[src/rtl/gth_link_ctrl.sv]
// gth_link_ctrl: GTH TMDS serializer bring-up/supervision FSM with per-phase timeouts and retries.
// Optional GTH_UNDERFLOW_RELINK_EN: an underflow edge in RUN also forces a re-link.
module gth_link_ctrl #(
  parameter int RST_CYCLES     = 16,
  parameter int TIMEOUT_CYCLES = 1000000,
  parameter int SETTLE_CYCLES  = 64,
  parameter int MAX_RETRIES    = 3,
  parameter int SYNC_STAGES    = 2
) (
  input  logic        clk,
  input  logic        reset,
  input  logic        enable,
  input  logic [2:0]  gtpowergood,
  input  logic [2:0]  txpmaresetdone,
  input  logic [2:0]  txprgdivresetdone,
  input  logic        tx_done,
  input  logic        locked,
  input  logic        underflow,
  output logic        gt_resetn,
  output logic        video_en,
  output logic        link_up,
  output logic        fault,
  output logic [2:0]  state,
  output logic [3:0]  retry_cnt,
  output logic [15:0] underflow_cnt
);
  typedef enum logic [2:0] {
    S_IDLE, S_ASSERT_RST, S_WAIT_PWR, S_WAIT_DONE, S_SETTLE, S_RUN, S_FAULT
  } state_t;
  localparam int MAXA = RST_CYCLES > SETTLE_CYCLES ? RST_CYCLES : SETTLE_CYCLES;
  localparam int MAXC = MAXA > TIMEOUT_CYCLES ? MAXA : TIMEOUT_CYCLES;
  localparam int CW = $clog2(MAXC + 1);
  state_t state_q, state_d;
  logic [CW-1:0] cnt_q, cnt_d;
  logic [3:0] retry_q, retry_d, retry_inc;
  logic [15:0] uf_cnt_q, uf_cnt_d;
  logic [SYNC_STAGES-1:0][11:0] sync_q;
  logic [11:0] s;
  logic uf_q, good, done, ok, uf_edge, timeout;
  // Synchronizer is not reset: it only ever mirrors the asynchronous inputs.
  always_ff @(posedge clk) begin
    sync_q <= {sync_q[SYNC_STAGES-2:0],
               {underflow, locked, tx_done, txprgdivresetdone, txpmaresetdone, gtpowergood}};
    uf_q <= s[11];
  end
  assign s = sync_q[SYNC_STAGES-1];
  assign good = (&s[2:0]) & s[10];
  assign done = s[9] & (&s[8:3]);
  assign ok = good & done;
  assign uf_edge = s[11] & ~uf_q;
  assign timeout = cnt_q == CW'(TIMEOUT_CYCLES - 1);
  assign retry_inc = retry_q + 4'd1;
  always_comb begin
    state_d = state_q;
    retry_d = retry_q;
    cnt_d = cnt_q + CW'(1);
    case (state_q)
      S_IDLE:       state_d = enable ? S_ASSERT_RST : S_IDLE;
      S_ASSERT_RST: state_d = cnt_q == CW'(RST_CYCLES - 1) ? S_WAIT_PWR : S_ASSERT_RST;
      S_WAIT_PWR, S_WAIT_DONE: begin
        if (state_q == S_WAIT_PWR ? good : ok)
          state_d = state_q == S_WAIT_PWR ? S_WAIT_DONE : S_SETTLE;
        else if (timeout) begin
          retry_d = retry_inc;
          state_d = retry_inc == 4'(MAX_RETRIES) ? S_FAULT : S_ASSERT_RST;
        end
      end
      S_SETTLE: begin
        if (!ok) cnt_d = '0;
        else if (cnt_q == CW'(SETTLE_CYCLES - 1)) begin
          state_d = S_RUN;
          retry_d = '0;
        end
      end
      S_RUN: begin
`ifdef GTH_UNDERFLOW_RELINK_EN
        state_d = (!ok || uf_edge) ? S_ASSERT_RST : S_RUN;
`else
        state_d = !ok ? S_ASSERT_RST : S_RUN;
`endif
      end
      S_FAULT:      state_d = S_FAULT;
      default:      state_d = S_IDLE;
    endcase
    if (!enable) begin
      state_d = S_IDLE;
      retry_d = '0;
    end
    if (state_d != state_q) cnt_d = '0;
  end
  assign uf_cnt_d = (state_q == S_RUN && uf_edge && uf_cnt_q != 16'hFFFF) ? uf_cnt_q + 16'd1 : uf_cnt_q;
  always_ff @(posedge clk) begin
    if (reset) begin
      state_q  <= S_IDLE;
      cnt_q    <= '0;
      retry_q  <= '0;
      uf_cnt_q <= '0;
    end else begin
      state_q  <= state_d;
      cnt_q    <= cnt_d;
      retry_q  <= retry_d;
      uf_cnt_q <= uf_cnt_d;
    end
  end
  assign state = state_q;
  assign gt_resetn = state_q inside {S_WAIT_PWR, S_WAIT_DONE, S_SETTLE, S_RUN};
  assign video_en = state_q == S_RUN;
  assign link_up = state_q == S_RUN;
  assign fault = state_q == S_FAULT;
  assign retry_cnt = retry_q;
  assign underflow_cnt = uf_cnt_q;
endmodule

[config.mk]
export PLATFORM = sky130hd
export DESIGN_NAME = gth_link_ctrl
export DESIGN_NICKNAME = d
export VERILOG_FILES = /design/src/rtl/gth_link_ctrl.sv
export SDC_FILE = /design/constraint.sdc
export NUM_CORES = 1
export LEC_CHECK = 0
export BUFFER_PORTS_ARGS = -buffer_cell sky130_fd_sc_hd__buf_2
export CORE_UTILIZATION = 25
export CTS_CLUSTER_DIAMETER = 120
export CTS_CLUSTER_SIZE = 30
export DETAILED_ROUTE_END_ITERATION = 8
export GPL_TIMING_DRIVEN = 0
export PLACE_DENSITY_LB_ADDON = 0.25
export SETUP_SLACK_MARGIN = 0.3
export SYNTH_ARGS = -nofsm -noshare
export SYNTH_HDL_FRONTEND = slang
export SYNTH_SLANG_ARGS = --single-unit
export TNS_END_PERCENT = 100
[constraint.sdc]
create_clock -name clk -period 2.95 [get_ports clk]
set_input_delay 0 -clock clk [delete_from_list [all_inputs] [get_ports clk]]
set_output_delay 0 -clock clk [all_outputs]
set_load 0.02 [all_outputs]
# Yosys cells after proc, flatten, opt, wreduce, memory -nomap -nowiden
# Cells that the tools add are included.
# totals
regBits	68
inputBits	15
out_inout_bits	27
elab_cells	61
# classes
n_addsub	3
eq_ne	16
muxes	18
bitwise	6
reduce_logical	11
# op_table
operator	count
$mux 20	2
$mux 3	8
$add 20x1->20 const B	1
$eq 20x20->1 const B	1
$eq 20x4->1 const B	1
$eq 20x6->1 const B	1
$pmux 3 s6	1
$add 16x1->16 const B	1
$mux 4	4
$ne 16x16->1 const B	1
$eq 3x3->1 const B	3
$ne 2x2->1 const B	4
$pmux 4 s2	1
$eq 3x2->1 const B	2
$reduce_and 6->1	1
$reduce_or 2->1	3
$reduce_and 5->1	1
$add 4x1->4 const B	1
$and 1x1->1	4
$eq 4x2->1 const B	1
$reduce_bool 4->1	1
$eq 3x1->1 const B	1
$logic_not 3->1	1
$ne 3x3->1	1
6 further kinds	8

# Longest topological paths before layout
# logic_depth
word_depth	9
depth_mapped	9
mapped_depth_nobuf	8

# Worst setup path before layout
# Ideal clock, no wire load.
# synth_path
path_type	flip-flop to flip-flop
start	reg state_q[0] (netlist: state[0])
end	reg uf_cnt_q[9] (netlist: underflow_cnt[9])
setup_ns	0.070
arrival_ns	2.254
required_time_ns	2.880
path_slack_ns	0.626
path_stages_with_launch	9
path_buffers	2
period_less_slack_ns	2.324
path_cell_list	dfxtp_1 > buf_6 > nand2_2 > or4b_4 > a21o_1 > or3_1 > clkbuf_2 > or3_1 > a21oi_1
# synth_between
elab_chain_cells	3
# synth_lines
item	line_no	rtl
start, declared	33	state_t state_q, state_d;
start signal, assigned	99	state_q <= state_d;
$eq 3x3->1	91	assign uf_cnt_d = (state_q == S_RUN && uf_edge && uf_cnt_q != 16'hFFFF) ? uf_cnt_q + 16'd1 : uf_cnt_q;
$logic_and 1x1->1 (2 in a row)	91	
end signal, assigned	102	uf_cnt_q <= uf_cnt_d;
end, declared	36	logic [15:0] uf_cnt_q, uf_cnt_d;
# No other way between the ends.
# A chain may end at the register's enable or synchronous reset.

# Worst setup path in the final report
# layout_path
start	reg cnt_q[12]
end	reg cnt_q[15]
# layout_between
elab_chain_cells	7
elab_cells_between_ends	15
cone_classes	1 x add/sub; 4 x eq/ne; 9 x mux; 1 x reduce/logical
# layout_lines
item	line_no	rtl
start, declared	34	logic [CW-1:0] cnt_q, cnt_d;
start signal, assigned	100	cnt_q <= cnt_d;
$eq 20x6->1 or $eq 20x20->1 (tied branches)	70, 51	
$mux 3, on equally long branches	70, 63	
$mux 3, on equally long branches	69, 61	
$pmux 3 s6	57	case (state_q)
$mux 3	85	if (!enable) begin
$ne 3x3->1	89	if (state_d != state_q) cnt_d = '0;
$reduce_or 2->1 (no source line)	--	
# Parallel ways exist; a longest one is shown, timed or not.

==> impl_metrics.py <==
metrics = {
    "floorplan": {
        "die-width_um": 106,
        "fp.dieH_um": 106,
        "io_pins": 42,
        "fp-row-count": 37,
        "start_util": 0.260,
        "fp.coreArea_mm2": 0.0105,
        "design.die.area_mm2": 0.0113,
    },
    "power": {
        "p_int_mw": 1.44,
        "p_leak_nw": 1.34,
        "switching_share": 0.217,
        "p_total_mw": 1.84,
        "clock_power_share": 0.455,
        "p_per_area_mw_per_mm2": 532,
        "combPwrFrac": 0.032,
        "ir_worst_vdd_mv": 0.182,
        "seqPwrFrac": 0.514,
        "p_switching_mw": 0.399,
    },
    "final_layout": {
        "nNetsFinal": 381,
        "fin_cells": 502,
        "most-common-layout-cells": "dfxtp_1 (68), buf_2 (41), nor2_1 (32), nor3_1 (26), xor2_1 (22)",
        "n_fill_cell": 1106,
        "diodes": 0,
        "syn_to_final_growth_pct": 26.8,
        "design_area_mm2": 0.00346,
        "layout-drive-gt1-share": 0.197,
        "final_common_cell": "dfxtp_1",
    },
    "detailed_routing": {
        "top_layer": "met4",
        "drt_iter0_markers": 78,
        "drtAntennaViolNets": 0,
        "met2_length_um": 2700,
        "dr.pass1.iters": 4,
        "wl_met1_um": 2890,
        "routedWlPerCell_um": 11.9,
        "routed-wl-met3_um": 248,
        "drcViolationCount": 0,
        "num_vias": 2239,
        "viasPerCell": 4.46,
        "totalWireLength_um": 5960,
    },
    "worst_setup_path": {
        "end_kind": "register",
        "crit_type": "register to register",
        "arrival_ns": 2.64,
        "crit_start": "cnt_q[12]",
        "r2r_cells": 8,
        "regToRegStartpoint": "cnt_q[12]",
        "cp_max_fo": 10,
        "cp.required_ns": 3.17,
        "crit_path_start_kind": "register",
    },
    "place": {
        "dp.cells": 474,
        "dp_hpwl_um": 4230,
        "place_area_mm2": 0.00310,
        "gp_congestion": 0.812,
        "port_buffers": 40,
    },
    "logic_synthesis": {
        "syn-cell-area_mm2": 0.00273,
        "yosysUniqueCellTypes": 44,
        "yosysTopAreaCell": "dfxtp_1",
        "seq_area_frac_synth": 0.500,
        "synthCells": 298,
        "synth_area_leaders": "dfxtp_1 (50%), xor2_1 (7.1%), nor3_1 (5.0%)",
        "syn_nets": 317,
        "yosys_warnings": 0,
        "synth_top_area_frac": 0.500,
        "synth_edf_count": 0,
        "ys_seq_elements": 68,
        "async_flop_share": 0,
        "synthFlopType": "dfxtp_1",
        "synth_area_per_cell_um2": 9.14,
    },
    "timing": {
        "report.final.setup_viol": 0,
        "worst_pin_slew_ns": 0.481,
        "fin_crit_ns": 2.42,
        "tns_ns": 0,
        "relSlewSlack": 0.676,
        "drv_slew": 0,
        "holdWs_ns": 0.0118,
        "fin_skew_ns": 0.0121,
        "finalCritPeriodShare": 0.819,
        "hold_viol_final": 0,
        "grt_setup_unrepaired": "false",
        "clock.fmax_mhz": 414,
    },
    "clock_network": {
        "cts_tree": "yes",
        "cts-root-buf": "clkbuf_8",
        "clk_latency_ns": 0.35,
        "htree_levels": 3,
        "path_clk_slew_ns": 0.08,
        "cts_made_buffers": 9,
        "cts_buffer_depth": 2,
        "cts_sinks": 68,
    },
    "grt": {
        "grt_max_degree": 13,
        "grt_use_total": 0.114,
        "grt_pass1_vias": 2116,
        "overflow": 0,
        "grt_antenna_before_repair": 0,
        "grt_pass1_wl_um": 10000,
    },
    "worst_hold_path": {
        "holdCritPathClass": "primary input to register",
        "hold_depth": 2,
        "hp-start": "reset",
    },
    "outcome": {
        "run_status": "completed",
    },
    "flow_run": {
        "drv_cap": 0,
    },
}
-- registers in the layout, summed over array words and instances (netlist names) --
register	count
cnt_q	20
underflow_cnt	16
s	12
sync_q	12
retry_cnt	4
state	3
uf_q	1
-- metal layers --
metal,global-route usage,vias to the layer above
met3,0.0337,9
li1,-,1168
met5,0,-
met2,0.177,50
met1,0.144,1012
met4,0.0565,0
-- worst max-delay path: stages, from the launching register on --
cell and delay [ns]:
dfxtp_1 0.37, nor4_2 0.32, nand4_1 0.24, or4b_1 0.54, a21o_1 0.19, o311a_1 0.13
mux2i_1 0.20, buf_4 0.22, nor3_1 0.07
-- cell families after synthesis --
kind of cell             Yosys count  share of synthesized area
AND/OR/NAND/NOR                  141                      0.268
multiplexers                       2                    0.00735
XOR/XNOR                          31                     0.0996
buffers and inverters             19                     0.0340
AO/OA/AOI/OAI                     33                     0.0735
adder cells (fa/ha/maj)            4                     0.0184
flip-flops                        68                      0.500
-- power groups by stage --
stage	logic (mW)	registers, mW	clock network, mW
4_1_cts	0.0586	0.944	0.866
3_5_place_dp	0.0467	0.966	0
6_report	0.0583	0.944	0.835
3_3_place_gp	0.0460	0.965	0
2_1_floorplan	0.0256	0.965	0
5_1_grt	0.0652	0.946	0.911
-- cells in the mapped netlist, types with 2 or more instances --
| library cell | instances |
|---|---|
| nand2b_1 | 2 |
| nand3_1 | 16 |
| clkbuf_1 | 5 |
| mux2i_1 | 2 |
| nand4_1 | 12 |
| nor4_1 | 4 |
| inv_1 | 8 |
| and4_1 | 2 |
| a21oi_1 | 10 |
| o21ai_0 | 12 |
| or2_2 | 2 |
| nand2_1 | 18 |
| and2_1 | 2 |
| nor2_1 | 32 |
| and3_1 | 7 |
| a21o_1 | 2 |
| buf_4 | 3 |
| xnor2_1 | 9 |
| nor3_1 | 27 |
| or3_1 | 6 |
| dfxtp_1 | 68 |
| nor2b_1 | 3 |
| ha_1 | 4 |
| xor2_1 | 22 |
-- worst paths after layout --
path / end / slack [ns]
max reg2reg: cnt_q[15] / 0.53
max: cnt_q[15] / 0.53
min: underflow_cnt[0] / 0.01
min reg2reg: s[10] / 0.32
-- repair_timing --
item | CTS | global route
endpoints found under the setup margin | 0 | 22
gates resized for setup | 0 | 7
setup buffers | 0 | 1
hold buffers | 12 | 0
hold endpoints to repair | 12 | 0
-- final cells by class --
class	instances	area [um^2]	share of cell area
multi-input combinational	211	1290	0.373
clock inverter	6	90.1	0.0261
buffer	11	65.1	0.0188
tap	136	170	0.0492
inverter	8	30.0	0.00869
clock buffer	9	124	0.0358
sequential	68	1360	0.394
timing repair buffer	53	328	0.0949
-- per-stage QoR --
step            util  setup WS, ns
3_3_place_gp   0.296         0.352
5_1_grt        0.330         0.346
6_report       0.330         0.533
3_5_place_dp   0.296         0.314
2_1_floorplan      -         0.626
4_1_cts        0.328         0.316
Power figures use the tool's default switching activity.
